$ cat src/rtl/pwm_breathe_ctrl_if.sv
// Write-only register bus between the breathing sequencer and pwm_ip.
// Master drives a one-cycle strobe with address and data in the same cycle.
interface pwm_breathe_ctrl_if;
    logic        bus_we;
    logic [31:0] bus_addr;
    logic [31:0] bus_wdata;

    modport master (
        output bus_we,
        output bus_addr,
        output bus_wdata
    );

    modport slave (
        input bus_we,
        input bus_addr,
        input bus_wdata
    );
endinterface

$ cat src/rtl/pwm_breathe_ctrl.sv
// Breathing-LED sequencer: programs pwm_ip, then ramps DUTY up and down.
// Optional macro PWM_HOLD_EN adds a dwell at the peak and the trough.
module pwm_breathe_ctrl #(
    parameter int PERIOD_VAL = 1000,
    parameter int STEP       = 10,
    parameter int TICK_DIV   = 50000,
    parameter int HOLD_TICKS = 25
) (
    input  logic                clk,
    input  logic                rst,
    input  logic                enable,
    pwm_breathe_ctrl_if.master  bus,
    output logic                busy,
    output logic [31:0]         duty_cur
);

    localparam logic [31:0] ADDR_CTRL   = 32'h0000_0000;
    localparam logic [31:0] ADDR_PERIOD = 32'h0000_0004;
    localparam logic [31:0] ADDR_DUTY   = 32'h0000_0008;

    localparam logic [31:0] PER = 32'(PERIOD_VAL);
    localparam logic [31:0] STP = 32'(STEP);

    // Counter is wide enough for the longer of a tick and a full dwell.
    localparam int CW = $clog2((HOLD_TICKS + 1) * TICK_DIV + 1);
    localparam logic [CW-1:0] TICK_LAST = CW'(TICK_DIV - 1);
`ifdef PWM_HOLD_EN
    localparam logic [CW-1:0] HOLD_LAST = CW'(HOLD_TICKS * TICK_DIV - 1);
`endif

    typedef enum logic [2:0] {
        IDLE,
        WR_PERIOD,
        WR_DUTY0,
        WR_EN,
        WAIT,
        WR_DUTY,
        WR_DIS,
        HOLD
    } state_t;

    state_t        state;
    logic [CW-1:0] cnt;
    logic          up;

    logic [32:0]   sum;
    logic [31:0]   next_duty;
    logic          next_up;

    // Saturating next-duty step; never wraps past 0 or PERIOD_VAL.
    always_comb begin
        sum       = {1'b0, duty_cur} + {1'b0, STP};
        next_duty = duty_cur;
        next_up   = up;
        if (up) begin
            if (sum >= {1'b0, PER}) begin
                next_duty = PER;
                next_up   = 1'b0;
            end else begin
                next_duty = sum[31:0];
            end
        end else if (duty_cur <= STP) begin
            next_duty = '0;
            next_up   = 1'b1;
        end else begin
            next_duty = duty_cur - STP;
        end
    end

    // Sequencer FSM; bus outputs are registered alongside the state.
    always_ff @(posedge clk or posedge rst) begin
        if (rst) begin
            state         <= IDLE;
            cnt           <= '0;
            up            <= 1'b1;
            busy          <= 1'b0;
            duty_cur      <= '0;
            bus.bus_we    <= 1'b0;
            bus.bus_addr  <= '0;
            bus.bus_wdata <= '0;
        end else begin
            bus.bus_we    <= 1'b0;
            bus.bus_addr  <= '0;
            bus.bus_wdata <= '0;
            case (state)
                IDLE: begin
                    if (enable) begin
                        state         <= WR_PERIOD;
                        busy          <= 1'b1;
                        bus.bus_we    <= 1'b1;
                        bus.bus_addr  <= ADDR_PERIOD;
                        bus.bus_wdata <= PER;
                    end
                end
                WR_PERIOD: begin
                    if (!enable) begin
                        state         <= WR_DIS;
                        bus.bus_we    <= 1'b1;
                        bus.bus_addr  <= ADDR_CTRL;
                        bus.bus_wdata <= '0;
                    end else begin
                        state         <= WR_DUTY0;
                        duty_cur      <= '0;
                        up            <= 1'b1;
                        bus.bus_we    <= 1'b1;
                        bus.bus_addr  <= ADDR_DUTY;
                        bus.bus_wdata <= '0;
                    end
                end
                WR_DUTY0: begin
                    bus.bus_we   <= 1'b1;
                    bus.bus_addr <= ADDR_CTRL;
                    if (!enable) begin
                        state         <= WR_DIS;
                        bus.bus_wdata <= '0;
                    end else begin
                        state         <= WR_EN;
                        bus.bus_wdata <= 32'd1;
                    end
                end
                WR_EN: begin
                    cnt <= '0;
                    if (!enable) begin
                        state         <= WR_DIS;
                        bus.bus_we    <= 1'b1;
                        bus.bus_addr  <= ADDR_CTRL;
                        bus.bus_wdata <= '0;
                    end else begin
                        state <= WAIT;
                    end
                end
                WAIT: begin
                    if (!enable) begin
                        state         <= WR_DIS;
                        bus.bus_we    <= 1'b1;
                        bus.bus_addr  <= ADDR_CTRL;
                        bus.bus_wdata <= '0;
                    end else if (cnt == TICK_LAST) begin
                        state         <= WR_DUTY;
                        duty_cur      <= next_duty;
                        up            <= next_up;
                        bus.bus_we    <= 1'b1;
                        bus.bus_addr  <= ADDR_DUTY;
                        bus.bus_wdata <= next_duty;
                    end else begin
                        cnt <= cnt + 1'b1;
                    end
                end
                WR_DUTY: begin
                    cnt <= '0;
                    if (!enable) begin
                        state         <= WR_DIS;
                        bus.bus_we    <= 1'b1;
                        bus.bus_addr  <= ADDR_CTRL;
                        bus.bus_wdata <= '0;
                    end else begin
`ifdef PWM_HOLD_EN
                        if (duty_cur == PER || duty_cur == '0)
                            state <= HOLD;
                        else
                            state <= WAIT;
`else
                        state <= WAIT;
`endif
                    end
                end
`ifdef PWM_HOLD_EN
                HOLD: begin
                    if (!enable) begin
                        state         <= WR_DIS;
                        bus.bus_we    <= 1'b1;
                        bus.bus_addr  <= ADDR_CTRL;
                        bus.bus_wdata <= '0;
                    end else if (cnt == HOLD_LAST) begin
                        state <= WAIT;
                        cnt   <= '0;
                    end else begin
                        cnt <= cnt + 1'b1;
                    end
                end
`endif
                WR_DIS: begin
                    state <= IDLE;
                    busy  <= 1'b0;
                end
                default: begin
                    state <= IDLE;
                    busy  <= 1'b0;
                end
            endcase
        end
    end

endmodule

$ cat src/flat_wrapper.sv
// flat-port wrapper written by rule: the top's interface ports become plain ports
module pwm_breathe_ctrl_flat 
#(
    parameter int PERIOD_VAL = 1000,
    parameter int STEP       = 10,
    parameter int TICK_DIV   = 50000,
    parameter int HOLD_TICKS = 25
)
  (clk, rst, enable, busy, duty_cur, bus_bus_we, bus_bus_addr, bus_bus_wdata);
  pwm_breathe_ctrl_if bus_i ();
  input  logic clk;
  input  logic rst;
  input  logic enable;
  output logic busy;
  output logic [31:0] duty_cur;
  output wire logic [$bits(bus_i.bus_we)-1:0] bus_bus_we;
  output wire logic [$bits(bus_i.bus_addr)-1:0] bus_bus_addr;
  output wire logic [$bits(bus_i.bus_wdata)-1:0] bus_bus_wdata;
  assign bus_bus_we = bus_i.bus_we;
  assign bus_bus_addr = bus_i.bus_addr;
  assign bus_bus_wdata = bus_i.bus_wdata;
  pwm_breathe_ctrl #(.PERIOD_VAL(PERIOD_VAL), .STEP(STEP), .TICK_DIV(TICK_DIV), .HOLD_TICKS(HOLD_TICKS)) u_core (.clk(clk), .rst(rst), .enable(enable), .bus(bus_i), .busy(busy), .duty_cur(duty_cur));
endmodule
$ cat config.mk
export PLATFORM = sky130hd
export DESIGN_NAME = pwm_breathe_ctrl_flat
export DESIGN_NICKNAME = d
export VERILOG_FILES = /design/src/rtl/pwm_breathe_ctrl_if.sv /design/src/rtl/pwm_breathe_ctrl.sv /design/src/flat_wrapper.sv
export SDC_FILE = /design/constraint.sdc
export NUM_CORES = 1
export LEC_CHECK = 0
export CAP_MARGIN = 20
export CORE_MARGIN = 3
export CORE_UTILIZATION = 45
export DETAILED_ROUTE_END_ITERATION = 8
export GPL_ROUTABILITY_DRIVEN = 0
export HOLD_SLACK_MARGIN = 0.02
export PLACE_DENSITY = 0.81
export SYNTH_ARGS = -nofsm -noshare
export SYNTH_HDL_FRONTEND = slang
export SYNTH_SLANG_ARGS = --single-unit
export TNS_END_PERCENT = 30
$ cat constraint.sdc
create_clock -name clk -period 5.9 [get_ports clk]
set_input_delay 0.885 -clock clk [delete_from_list [all_inputs] [get_ports clk]]
set_output_delay 0.885 -clock clk [all_outputs]
set_load 0.1 [all_outputs]
==> results.yml <==
cts:
  root_buffer: "clkbuf_16"
  cts_buffers: 9
  h-tree-depth: 3
  cts_sinks: 93
  clk_pin_slew_ns: 0.06
  cts_tree: "done"
  post-cts-setup-buffers: 0
  ctsResizeCount: 0
  cts.path.max_buffers: 2
  clkLatencyLatePin_ns: 0.34
  cts_hold_repair.buffers: 0
die:
  ios: 101
  core_mm2: 0.0121
  dieArea_mm2: 0.0139
  die_w_um: 118
  initial_utilization_pct: 46.5
  die_y_um: 118
  fp-row-count: 40
routing:
  drc: 0
  wirelength_um: 13500
  ant_nets: 0
  routedWlPerCell_um: 15.5
  first_iter_violations: 419
  avgViaCountPerCell: 5.67
  vias: 4918
  drt_pass1_iterations: 5
sta:
  finalHoldViolCount: 0
  drv_slew: 0
  slew_headroom_pct: 31.9
  setup_violations: 0
  finalCriticalPeriod_ns: 3.56
  fin_hold_ws_ns: 0.557
  clock-skew-final_ns: 0.00584
  finalCritPeriodShare_pct: 60.3
  rsz0062_at_grt: "no"
  fmaxAchievable_mhz: 281
  tightest_slew_ns: 1.02
  fin_tns_setup_ns: 0
yosys:
  yosysWarnings: 0
  synth_area_leaders: "dfrtp_1 41%, nor2_1 5.9%, o21ai_0 5.1%, buf_4 4.7%, xnor2_1 4.5%"
  synth_cell_type_count: 74
  yosys.area.top_type_share_pct: 40.8
  async_reset_ff_share_pct: 100
  syn_area_per_cell_um2: 8.67
  synth_top_cell_by_area: "dfrtp_1"
  synth_common_cells: "92 x dfrtp_1, 89 x nor2_1, 57 x o21ai_0"
  synth_most_common_cell: "dfrtp_1"
  ys.flop_type: "dfrtp_1"
  synth_area_mm2: 0.00564
  synth_enable_flop_cells: 0
  synthCells: 650
  ys_seq_elements: 93
  yosysSeqAreaShare_pct: 41.3
setup_path:
  crit_chain: "ha_1 > nor2_2 > nor4_1 > nand4_1 > a211oi_1 > nor2_1 > nor4_2 > o2111ai_1 > a41oi_1"
  crit_path_end_kind: "register"
  cp.required_ns: 6.15
  slowest_stage: "nor4_1"
  worstPathArrival_ns: 3.81
  start_kind: "register"
  cp_max_fo: 11
  critical_path_class: "reg -> reg"
  critPathMaxStageDelay_ns: 0.73
global_route:
  gr-total-overflow: 0
  antenna_found_initial: 0
  grt_pass1_wl_um: 22500
  grt_max_degree: 63
  grt_pass1_vias: 4668
  grt_use_total_pct: 19.1
final_layout:
  nFillCells: 1109
  antenna_cells: 0
  nNetsFinal: 701
  synthToLayoutAreaGrowth_pct: 16.4
  drive_gt1_share_pct: 6.87
min_path:
  holdCritPathClass: "reg -> reg"
power_and_ir_drop:
  ir_worst_vdd_v: 0.000264
  power_density_mw_per_mm2: 314
  p_leak_nw: 2.95
status:
  status: "complete, no violations"
placed_design:
  dpl.hpwl_um: 9440
  portBuffers: 70
run:
  cap_violations: 0
sequential cells by signal, indices dropped and copies added (netlist names):
register,count
u_core.bus.bus_wdata,32
u_core.duty_cur,32
u_core.cnt,21
u_core.state,3
u_core.bus.bus_addr,2
u_core.bus.bus_we,1
u_core.busy,1
u_core.up,1
per-stage QoR:
step                utilization (%)  std cells  setup slack (ns)  area (um^2)  power [mW]
finish                         54.2        867              2.34         6560        2.06
global route                   54.2        867              2.01         6560        2.16
CTS                            54.0        866              2.40         6550        2.07
detailed placement             51.8        850              2.49         6270        1.53
global placement               51.8        850              2.59         6270        1.52
floorplan                         -        679              2.18         5750        1.41
where the power goes:
group	switching, mW	leakage [nW]	internal, mW
clock	0.234	0.130	0.298
combinational	0.581	1.54	0.207
sequential	0.0570	1.28	0.685
cells by family (layout without fill, tap and decap cells):
| group | after synthesis | in the layout | synth area share, % |
|---|---|---|---|
| other | 1 | 30 | 0.0665 |
| AOI/OAI and AO/OA | 134 | 134 | 14.7 |
| adders and majority gates | 4 | 4 | 0.888 |
| muxes | 4 | 4 | 0.733 |
| buffers and inverters | 86 | 106 | 8.35 |
| DFF | 93 | 93 | 41.3 |
| and+or+nand+nor | 280 | 280 | 26.5 |
| xor gates and xnor gates | 48 | 48 | 7.46 |
path summary, 6_finish.rpt:
kind                                          from                       to  slack (ns)  cells past startpoint
worst max-delay path            u_core.duty_cur[1]  u_core.bus.bus_wdata[4]        2.34                      9
worst min-delay path                u_core.cnt[20]           u_core.cnt[20]        0.56                      2
worst max register to register  u_core.duty_cur[1]  u_core.bus.bus_wdata[4]        2.34                      9
worst min register to register      u_core.cnt[20]           u_core.cnt[20]        0.56                      2
max in group asynchronous                      rst           u_core.cnt[18]        3.83                      3
min in group asynchronous                      rst   u_core.bus.bus_addr[2]        0.92                      2
cell usage in the layout, fill, tap and decap left out, types with 15 or more instances in the layout:
master           count
dfrtp_1             92
nor2_1              89
clkdlybuf4s50_1     70
o21ai_0             57
nand2_1             50
conb_1              30
xnor2_1             29
nand3_1             22
xor2_1              19
a21oi_1             18
nor3_1              17
nor4_1              16
nand4_1             15
layout make-up:
type,count,area [um^2],area share [%]
well taps,168,210,3.20
flip-flops and latches,93,2330,35.5
clock inverters,3,21.3,0.324
repair buffers,75,746,11.4
clock buffers,13,250,3.81
multi-input cells,500,2950,44.9
inverters,15,57.6,0.877
layer usage:
layer | share of wire [%] | routed length (um) | global-route usage [%]
met1 | 42 | 5650 | 25.0
met2 | 49 | 6560 | 31.5
met3 | 7.5 | 1010 | 4.08
met4 | 1.7 | 232 | 6.74
met5 | 0 | 0 | 0
critical path: cells and delay by family, from the launching register on:
kind | cells | cell delay [ns]
AOI/OAI and AO/OA | 3 | 0.83
adders and majority gates | 1 | 0.37
DFF | 1 | 0.56
and+or+nand+nor | 5 | 1.71
(Power assumes the default switching activity.)
